<file path="src/rtl/lut_pipe_arbiter.sv">
// Round-robin arbiter feeding a shared 4-stage registered AND-LUT pipeline.
// Each stage carries a valid bit and a requester tag, and a single downstream ready stalls every stage.
module lut_pipe_arbiter #(
    parameter int NUM_REQ = 4,
    parameter int WIDTH   = 6,
    parameter int ID_W    = 2
) (
    input  logic                     clock0,
    input  logic                     reset,
    input  logic [NUM_REQ-1:0]       req_valid,
    input  logic [NUM_REQ*WIDTH-1:0] req_data,
    output logic [NUM_REQ-1:0]       req_ready,
    output logic                     res_valid,
    output logic                     res_data,
    output logic [ID_W-1:0]          res_id,
    input  logic                     res_ready,
    output logic                     busy
);

    localparam logic [ID_W:0]   NUM_REQ_W = (ID_W+1)'(NUM_REQ);
    localparam logic [ID_W-1:0] LAST_ID   = ID_W'(NUM_REQ - 1);

    logic [ID_W-1:0]    ptr_r;

    logic               s1_valid_r;
    logic [ID_W-1:0]    s1_id_r;
    logic [WIDTH-1:0]   s1_data_r;
    logic               s2_valid_r;
    logic [ID_W-1:0]    s2_id_r;
    logic [WIDTH-1:0]   s2_data_r;
    logic               s3_valid_r;
    logic [ID_W-1:0]    s3_id_r;
    logic               s3_data_r;
    logic               s4_valid_r;
    logic [ID_W-1:0]    s4_id_r;
    logic               s4_data_r;

    logic               stall_s;
    logic               found_s;
    logic               accept_s;
    logic [NUM_REQ-1:0] grant_s;
    logic [ID_W-1:0]    grant_id_s;
    logic [WIDTH-1:0]   grant_data_s;

    // A held result blocks every stage and the requester side in the same cycle.
    assign stall_s = s4_valid_r & ~res_ready;

    // Round-robin search starting at ptr_r, wrapping modulo NUM_REQ.
    always_comb begin
        logic [ID_W:0] cand_v;
        grant_s    = '0;
        grant_id_s = '0;
        found_s    = 1'b0;
        cand_v     = '0;
        for (int k = 0; k < NUM_REQ; k++) begin
            cand_v = {1'b0, ptr_r} + (ID_W+1)'(k);
            if (cand_v >= NUM_REQ_W) begin
                cand_v = cand_v - NUM_REQ_W;
            end else begin
                cand_v = cand_v;
            end
            if (!found_s && req_valid[cand_v[ID_W-1:0]]) begin
                grant_s[cand_v[ID_W-1:0]] = 1'b1;
                grant_id_s                = cand_v[ID_W-1:0];
                found_s                   = 1'b1;
            end else begin
                found_s = found_s;
            end
        end
    end

    // Operand mux driven by the one-hot grant; zero when nothing is granted.
    always_comb begin
        grant_data_s = '0;
        for (int i = 0; i < NUM_REQ; i++) begin
            if (grant_s[i]) begin
                grant_data_s = req_data[i*WIDTH +: WIDTH];
            end else begin
                grant_data_s = grant_data_s;
            end
        end
    end

    assign accept_s  = found_s & ~stall_s & ~reset;
    assign req_ready = grant_s & {NUM_REQ{~stall_s & ~reset}};

    // Pipeline shift, priority pointer update and synchronous clear.
    always_ff @(posedge clock0) begin
        if (reset) begin
            ptr_r      <= '0;
            s1_valid_r <= 1'b0;
            s1_id_r    <= '0;
            s1_data_r  <= '0;
            s2_valid_r <= 1'b0;
            s2_id_r    <= '0;
            s2_data_r  <= '0;
            s3_valid_r <= 1'b0;
            s3_id_r    <= '0;
            s3_data_r  <= 1'b0;
            s4_valid_r <= 1'b0;
            s4_id_r    <= '0;
            s4_data_r  <= 1'b0;
        end else if (!stall_s) begin
            // Bubbles shift like valid entries; S1 takes a bubble when nobody is granted.
            s1_valid_r <= accept_s;
            s1_id_r    <= grant_id_s;
            s1_data_r  <= grant_data_s;
            s2_valid_r <= s1_valid_r;
            s2_id_r    <= s1_id_r;
            s2_data_r  <= s1_data_r;
            s3_valid_r <= s2_valid_r;
            s3_id_r    <= s2_id_r;
            s3_data_r  <= &s2_data_r;
            s4_valid_r <= s3_valid_r;
            s4_id_r    <= s3_id_r;
            s4_data_r  <= s3_data_r;
            if (accept_s) begin
                if (grant_id_s == LAST_ID) begin
                    ptr_r <= '0;
                end else begin
                    ptr_r <= grant_id_s + ID_W'(1);
                end
            end else begin
                ptr_r <= ptr_r;
            end
        end else begin
            ptr_r      <= ptr_r;
            s1_valid_r <= s1_valid_r;
            s1_id_r    <= s1_id_r;
            s1_data_r  <= s1_data_r;
            s2_valid_r <= s2_valid_r;
            s2_id_r    <= s2_id_r;
            s2_data_r  <= s2_data_r;
            s3_valid_r <= s3_valid_r;
            s3_id_r    <= s3_id_r;
            s3_data_r  <= s3_data_r;
            s4_valid_r <= s4_valid_r;
            s4_id_r    <= s4_id_r;
            s4_data_r  <= s4_data_r;
        end
    end

    assign res_valid = s4_valid_r;
    assign res_data  = s4_data_r;
    assign res_id    = s4_id_r;
    assign busy      = s1_valid_r | s2_valid_r | s3_valid_r | s4_valid_r;

endmodule

</file>
<file path="config.mk">
export PLATFORM = sky130hd
export DESIGN_NAME = lut_pipe_arbiter
export DESIGN_NICKNAME = d
export VERILOG_FILES = /design/src/rtl/lut_pipe_arbiter.sv
export SDC_FILE = /design/constraint.sdc
export NUM_CORES = 1
export LEC_CHECK = 0
export BUFFER_PORTS_ARGS = -buffer_cell sky130_fd_sc_hd__buf_2
export CAP_MARGIN = 10
export CORE_AREA = 2 2 82 84
export CTS_CLUSTER_DIAMETER = 30
export DETAILED_ROUTE_END_ITERATION = 8
export DIE_AREA = 0 0 84 86
export GPL_ROUTABILITY_DRIVEN = 0
export GPL_TIMING_DRIVEN = 0
export SLEW_MARGIN = 10
export SYNTH_ARGS = -nofsm -noshare
export SYNTH_HDL_FRONTEND = slang
export SYNTH_SLANG_ARGS = --single-unit
</file>
<file path="constraint.sdc">
create_clock -name clock0 -period 8.15 [get_ports clock0]
set_input_delay 1.63 -clock clock0 [delete_from_list [all_inputs] [get_ports clock0]]
set_output_delay 1.63 -clock clock0 [all_outputs]
set_load 0.02 [all_outputs]
</file>
Yosys cells after proc, flatten, opt, wreduce, memory -nomap -nowiden
Cells that the tools add are included.
{ "word_totals": {"ff_bits": 28, "inputBits": 31, "output_inout_bits": 9, "elab_cells": 97} }
{ "classes": {"add_sub_neg": 8, "order_cmp": 12, "n_eq_ne": 1, "mux": 37, "bitwise_logic": 14, "reduce_logical": 12} }
{ "op_table": {"columns": ["cell", "count"], "rows": [
  ["two-way mux 6 bit", 4],
  ["two-way mux 2 bit", 9],
  ["two-way mux 4 bit", 4],
  ["less-than comparator 2 x 3 -> 1 bit (second input constant)", 4],
  ["two-way mux 1 bit", 12],
  ["bitwise OR 4 bit", 3],
  [">= comparator 3 bit (second input constant)", 3],
  ["binary-select mux 1 bit (select 2 bit)", 4],
  ["demux 1 bit (select 2 bit)", 4],
  [">= comparator 2 x 1 -> 1 bit (second input constant)", 4],
  ["subtractor 2 x 1 -> 2 bit (second input constant)", 4],
  ["logical AND 1 bit", 7],
  ["adder 2 x 2 -> 3 bit (second input constant)", 2],
  ["AND reduction 6 bit", 1],
  ["AND 1 bit", 4],
  ["AND 4 bit", 1],
  ["adder 2 x 1 -> 3 bit (second input constant)", 1],
  [">= comparator 2 x 3 -> 1 bit (second input constant)", 1],
  ["zero test 1 bit", 3],
  ["NOT 1 bit", 3],
  ["bitwise OR 1 bit", 3],
  ["adder 2 x 1 -> 2 bit (second input constant)", 1],
  ["equality test 2 bit (second input constant)", 1],
  ["AND reduction 2 bit", 1]
]} }

Depth between registers and ports, before layout
{ "logic_depth": {"ltp_word": 18, "ltp_mapped": 13, "mapped_depth_nobuf": 9} }

Worst setup path before layout
OpenSTA, ideal clock, no wires.
{ "synth_timing": {"path_type": "input-to-output", "startpoint": "input req_valid[2]", "endpoint": "output req_ready[2]", "t_arrival_ns": 3.519, "required_time_ns": 6.520, "setup_slack_ns": 3.001, "cell_stages": 8, "n_path_buf": 2, "path_cell_list": "mux4_2 -> buf_6 -> nor2_1 -> a21oi_1 -> o32a_1 -> nand3_2 -> buf_6 -> nor3b_1"} }
{ "synth_between": {"elab_chain_len": 13, "elab_cells_between_ends": 25} }
{ "synth_lines": {"columns": ["element", "line_no", "text"], "rows": [
  ["from (decl)", "10", "input logic [NUM_REQ-1:0] req_valid,"],
  ["binary-select mux 1 bit (select 2 bit)", "62", "if (!found_s && req_valid[cand_v[ID_W-1:0]]) begin"],
  ["two-way mux 1 bit (implied by the code)", "62", null],
  ["two-way mux 1 bit", "62", null],
  ["zero test 1 bit", "62", null],
  ["logical AND 1 bit", "62", null],
  ["two-way mux 1 bit", "62", null],
  ["zero test 1 bit", "62", null],
  ["logical AND 1 bit", "62", null],
  ["two-way mux 1 bit", "62", null],
  ["zero test 1 bit", "62", null],
  ["logical AND 1 bit", "62", null],
  ["two-way mux 4 bit (*)", "62", null],
  ["AND 4 bit (*)", "85", "assign req_ready = grant_s & {NUM_REQ{~stall_s & ~reset}};"],
  ["to (decl)", "12", "output logic [NUM_REQ-1:0] req_ready,"]
]} }
Mark *: on every way between the ends. The rest lies on a longest branch, timed or not. The select of a mux whose other input is x is not followed.

Final worst setup path
{ "layout_timing": {"startpoint": "input req_valid[1]", "endpoint": "output req_ready[1]"} }
The elaborated chain is that of the path after synthesis.

==> results_dict.tcl <==
set metrics [dict create \
    status "finished clean" \
    via_per_inst 5.119 \
    cpPeakStageDelay_ps 480 \
    reg2reg_depth 10 \
    peakVddDrop_mv 0.08302 \
    grt_max_degree 16 \
    startpoint_type "input pin" \
    grt_pass1_wl_um 8211 \
    multi_input_area_sq_um 1155 \
    slew_headroom 0.5952 \
    ctsHoldBuffers 0 \
    worstSkewPairLatency_ps 270 \
    synth_fa_ha_area_frac 0.04743 \
    critPathKind "in2out" \
    synth_top_cell_by_area "dfxtp_1" \
    clkTransAtPathRegs_ps 90 \
    fin_setup_tns_ps 0 \
    critPathCaptureType "output port" \
    yosysTopAreaCellShare 0.3035 \
    hold_violations 0 \
    worstMarginPinSlew_ps 601.7 \
    crit_required_ps 6520 \
    synthTopCellsByArea "dfxtp_1 (30%), nand2_1 (8.1%), a21oi_1 (6.8%)" \
    timing.rr.end "s1_data_r[5]" \
    crit_start "req_valid[1]" \
    hold_ws_ps 455.2 \
    rsz0062_at_grt "no" \
    synth_flop_cell "dfxtp_1" \
    cts.sinks 28 \
    max_freq_mhz 188.1 \
    cts_buffers 3 \
    start_util 0.2942 \
    num_vias 1843 \
    synth-compound-area-share 0.2757 \
    r2r_start "ptr_r[1]" \
    h-tree-depth 1 \
    fill_cells 665 \
    fin_util 0.3494 \
    finalCritPeriodShare 0.6522 \
    synth-simple-area-share 0.2344 \
    syn-cell-area_sq_um 1847 \
    synth_seq_cells 28 \
    core_area_sq_um 6277 \
    syn2layout_area_growth_pct 18.77 \
    cap_violations 0 \
    tritoncts "built" \
    leakage_nw 0.8956 \
    overflow 0 \
    nets 322 \
    period_needed_ps 5316 \
    total_power_uw 622.9 \
    rows 29 \
    wl_per_cell_um 13.51 \
    antenna_found_initial 0 \
    port_buffers 39 \
    worst_slack_ps 2834 \
    powerDensity_nw_per_um2 284.0 \
    crit_chain "buf_2 -> clkbuf_1 -> mux2_2 -> nor2_1 -> or4b_1 -> a21oi_1 -> nor2_1 -> nor3_1 -> buf_2" \
    slowest_stage "or4b_1" \
    track_usage 0.1367 \
    slew_viol_final 0 \
    rrSetupSlack_ps 4640 \
    cts_resized 0 \
    avgSynthCellArea_sq_um 7.695 \
    hp-class "reg2reg" \
    worstSetupPathDepth 9 \
    worst-path-max-fanout 10 \
    crit_end "req_ready[1]" \
    drt_iter0_drc 100 \
    synth_xor_area_frac 0.009485 \
    setup_violations 0 \
    muxShareOfSynthArea 0.05827 \
    synth_cells 240 \
    drtAntennaViolNets 0 \
    synth_edf_count 0 \
    grt_pass1_vias 1746 \
    ys.warnings.count 0 \
    root_buffer "clkbuf_8" \
    post-route-drc-count 0 \
    fp.dieW_um 84 \
    fin_skew_ps 2.717 \
    yosysSeqAreaShare 0.3035 \
    synth.distinct_cells 44 \
    die_y_um 86 \
    first_pass_iters 4 \
    cp_top_family "simple AND/OR/NAND/NOR gates" \
    layout.area.seq_sq_um 560.5 \
    synth_top_family_by_area "compound AO/OA/AOI/OAI gates" \
    ys_async_sr_fraction 0 \
    antenna_cells 0 \
    cts_setup_buffers 0 \
    crit_buf_inv 3 \
    io_pins 40 \
    cp.arrival_ps 3690 \
    pre_cts_ws_ps 2818 \
    synth_fp_nets 278 \
    clk_path_buf_depth 2 \
    drive_above_1_share 0.1979 \
    die_area_sq_um 7224 \
    dp_hpwl_um 3734 \
    drt_wl_total_um 4865 \
]
-- metal layers --
layer / GRT usage / vias up / wire length, um
li1: - / 948 / -
met1: 0.1849 / 848 / 2449
met2: 0.2262 / 40 / 2097
met3: 0.02887 / 7 / 268
met4: 0.02786 / 0 / 50
met5: 0 / - / 0
-- report_power, final --
| part | switching (mW) | leakage [nW] | internal [mW] | total (mW) |
|---|---|---|---|---|
| logic | 0.194 | 0.637 | 0.155 | 0.349 |
| registers | 0.0219 | 0.230 | 0.166 | 0.188 |
| clock network | 0.0426 | 0.0288 | 0.0433 | 0.0859 |
-- placed cells by master, fill, tap and decap left out, types with 2 or more instances in the layout --
master,synthesis,routed
a2111o_1,6,6
a211oi_1,2,2
a21oi_1,25,25
a221oi_1,7,7
a31oi_1,7,7
and2_1,8,8
buf_2,3,42
buf_6,3,3
clkbuf_1,12,12
clkbuf_8,0,4
dfxtp_1,28,28
ha_1,7,7
inv_1,9,9
mux2_2,2,2
mux2i_1,4,4
mux4_2,2,2
nand2_1,40,40
nand2b_1,3,3
nand3_1,3,3
nor2_1,23,23
nor2b_1,3,3
nor3_1,2,2
nor3b_1,2,2
o211ai_1,3,3
o21a_1,3,3
o21ai_0,7,7
o22ai_1,6,6
or2_1,2,2
xnor2_1,2,2
-- worst min path at each step --
stage                 startpoint            to  slack (ps)  cells past startpoint
global route        s2_data_r[3]  s2_data_r[3]         480                      2
finish              s2_data_r[0]  s2_data_r[0]         460                      2
CTS                 s2_data_r[0]  s2_data_r[0]         460                      2
floorplan           s2_data_r[4]  s2_data_r[4]         430                      2
detailed placement  s2_data_r[0]  s2_data_r[0]         440                      2
global placement    s2_data_r[0]  s2_data_r[0]         440                      2
-- synth_stat cells, types with 2 or more instances --
cell / count
a211oi_1: 2
nor2_1: 23
buf_2: 3
o211ai_1: 3
a221oi_1: 7
nand3_1: 3
a21oi_1: 25
and2_1: 8
nand2_1: 40
a2111o_1: 6
clkbuf_1: 12
o21a_1: 3
nor3b_1: 2
ha_1: 7
mux2i_1: 4
nor3_1: 2
buf_6: 3
nor2b_1: 3
mux4_2: 2
inv_1: 9
mux2_2: 2
o21ai_0: 7
o22ai_1: 6
nand2b_1: 3
xnor2_1: 2
a31oi_1: 7
or2_1: 2
dfxtp_1: 28
-- registers in the layout (all words and copies together) (netlist names), named ones only --
register and flops:
s1_data_r 6, s2_data_r 6, res_id 2, s1_id_r 2
s2_id_r 2, s3_id_r 2, ptr_r 1, res_data 1
res_valid 1, s1_valid_r 1, s2_valid_r 1, s3_data_r 1
s3_valid_r 1
-- cell families after synthesis --
kind of cell | after synthesis
XOR/XNOR | 2
flip-flops | 28
buffers and inverters | 28
multiplexers | 8
AO/OA/AOI/OAI | 74
AND/OR/NAND/NOR | 93
adder cells (fa/ha/maj) | 7
-- layout make-up --
class	count	area share
timing repair buffer	39	0.08899
sequential	28	0.2556
multi-input combinational	184	0.5265
buffer	19	0.04450
inverter	9	0.01540
tap	77	0.04392
clock buffer	4	0.02510
-- metrics by stage --
step	instances	cell area, sq um
5_1_grt	360	2193
4_1_cts	360	2193
2_1_floorplan	240	1847
3_5_place_dp	356	2138
3_3_place_gp	356	2138
6_report	360	2193
-- worst register-to-register path, delay by kind of cell, from the launching register on --
family / cells / cell delay, ps
and+or+nand+nor: 1 / 550
adders and majority gates: 1 / 310
AOI/OAI and AO/OA: 4 / 950
buffers and inverters: 3 / 820
muxes: 1 / 340
DFF: 1 / 410
No activity file was read; power rests on OpenSTA's default activity.
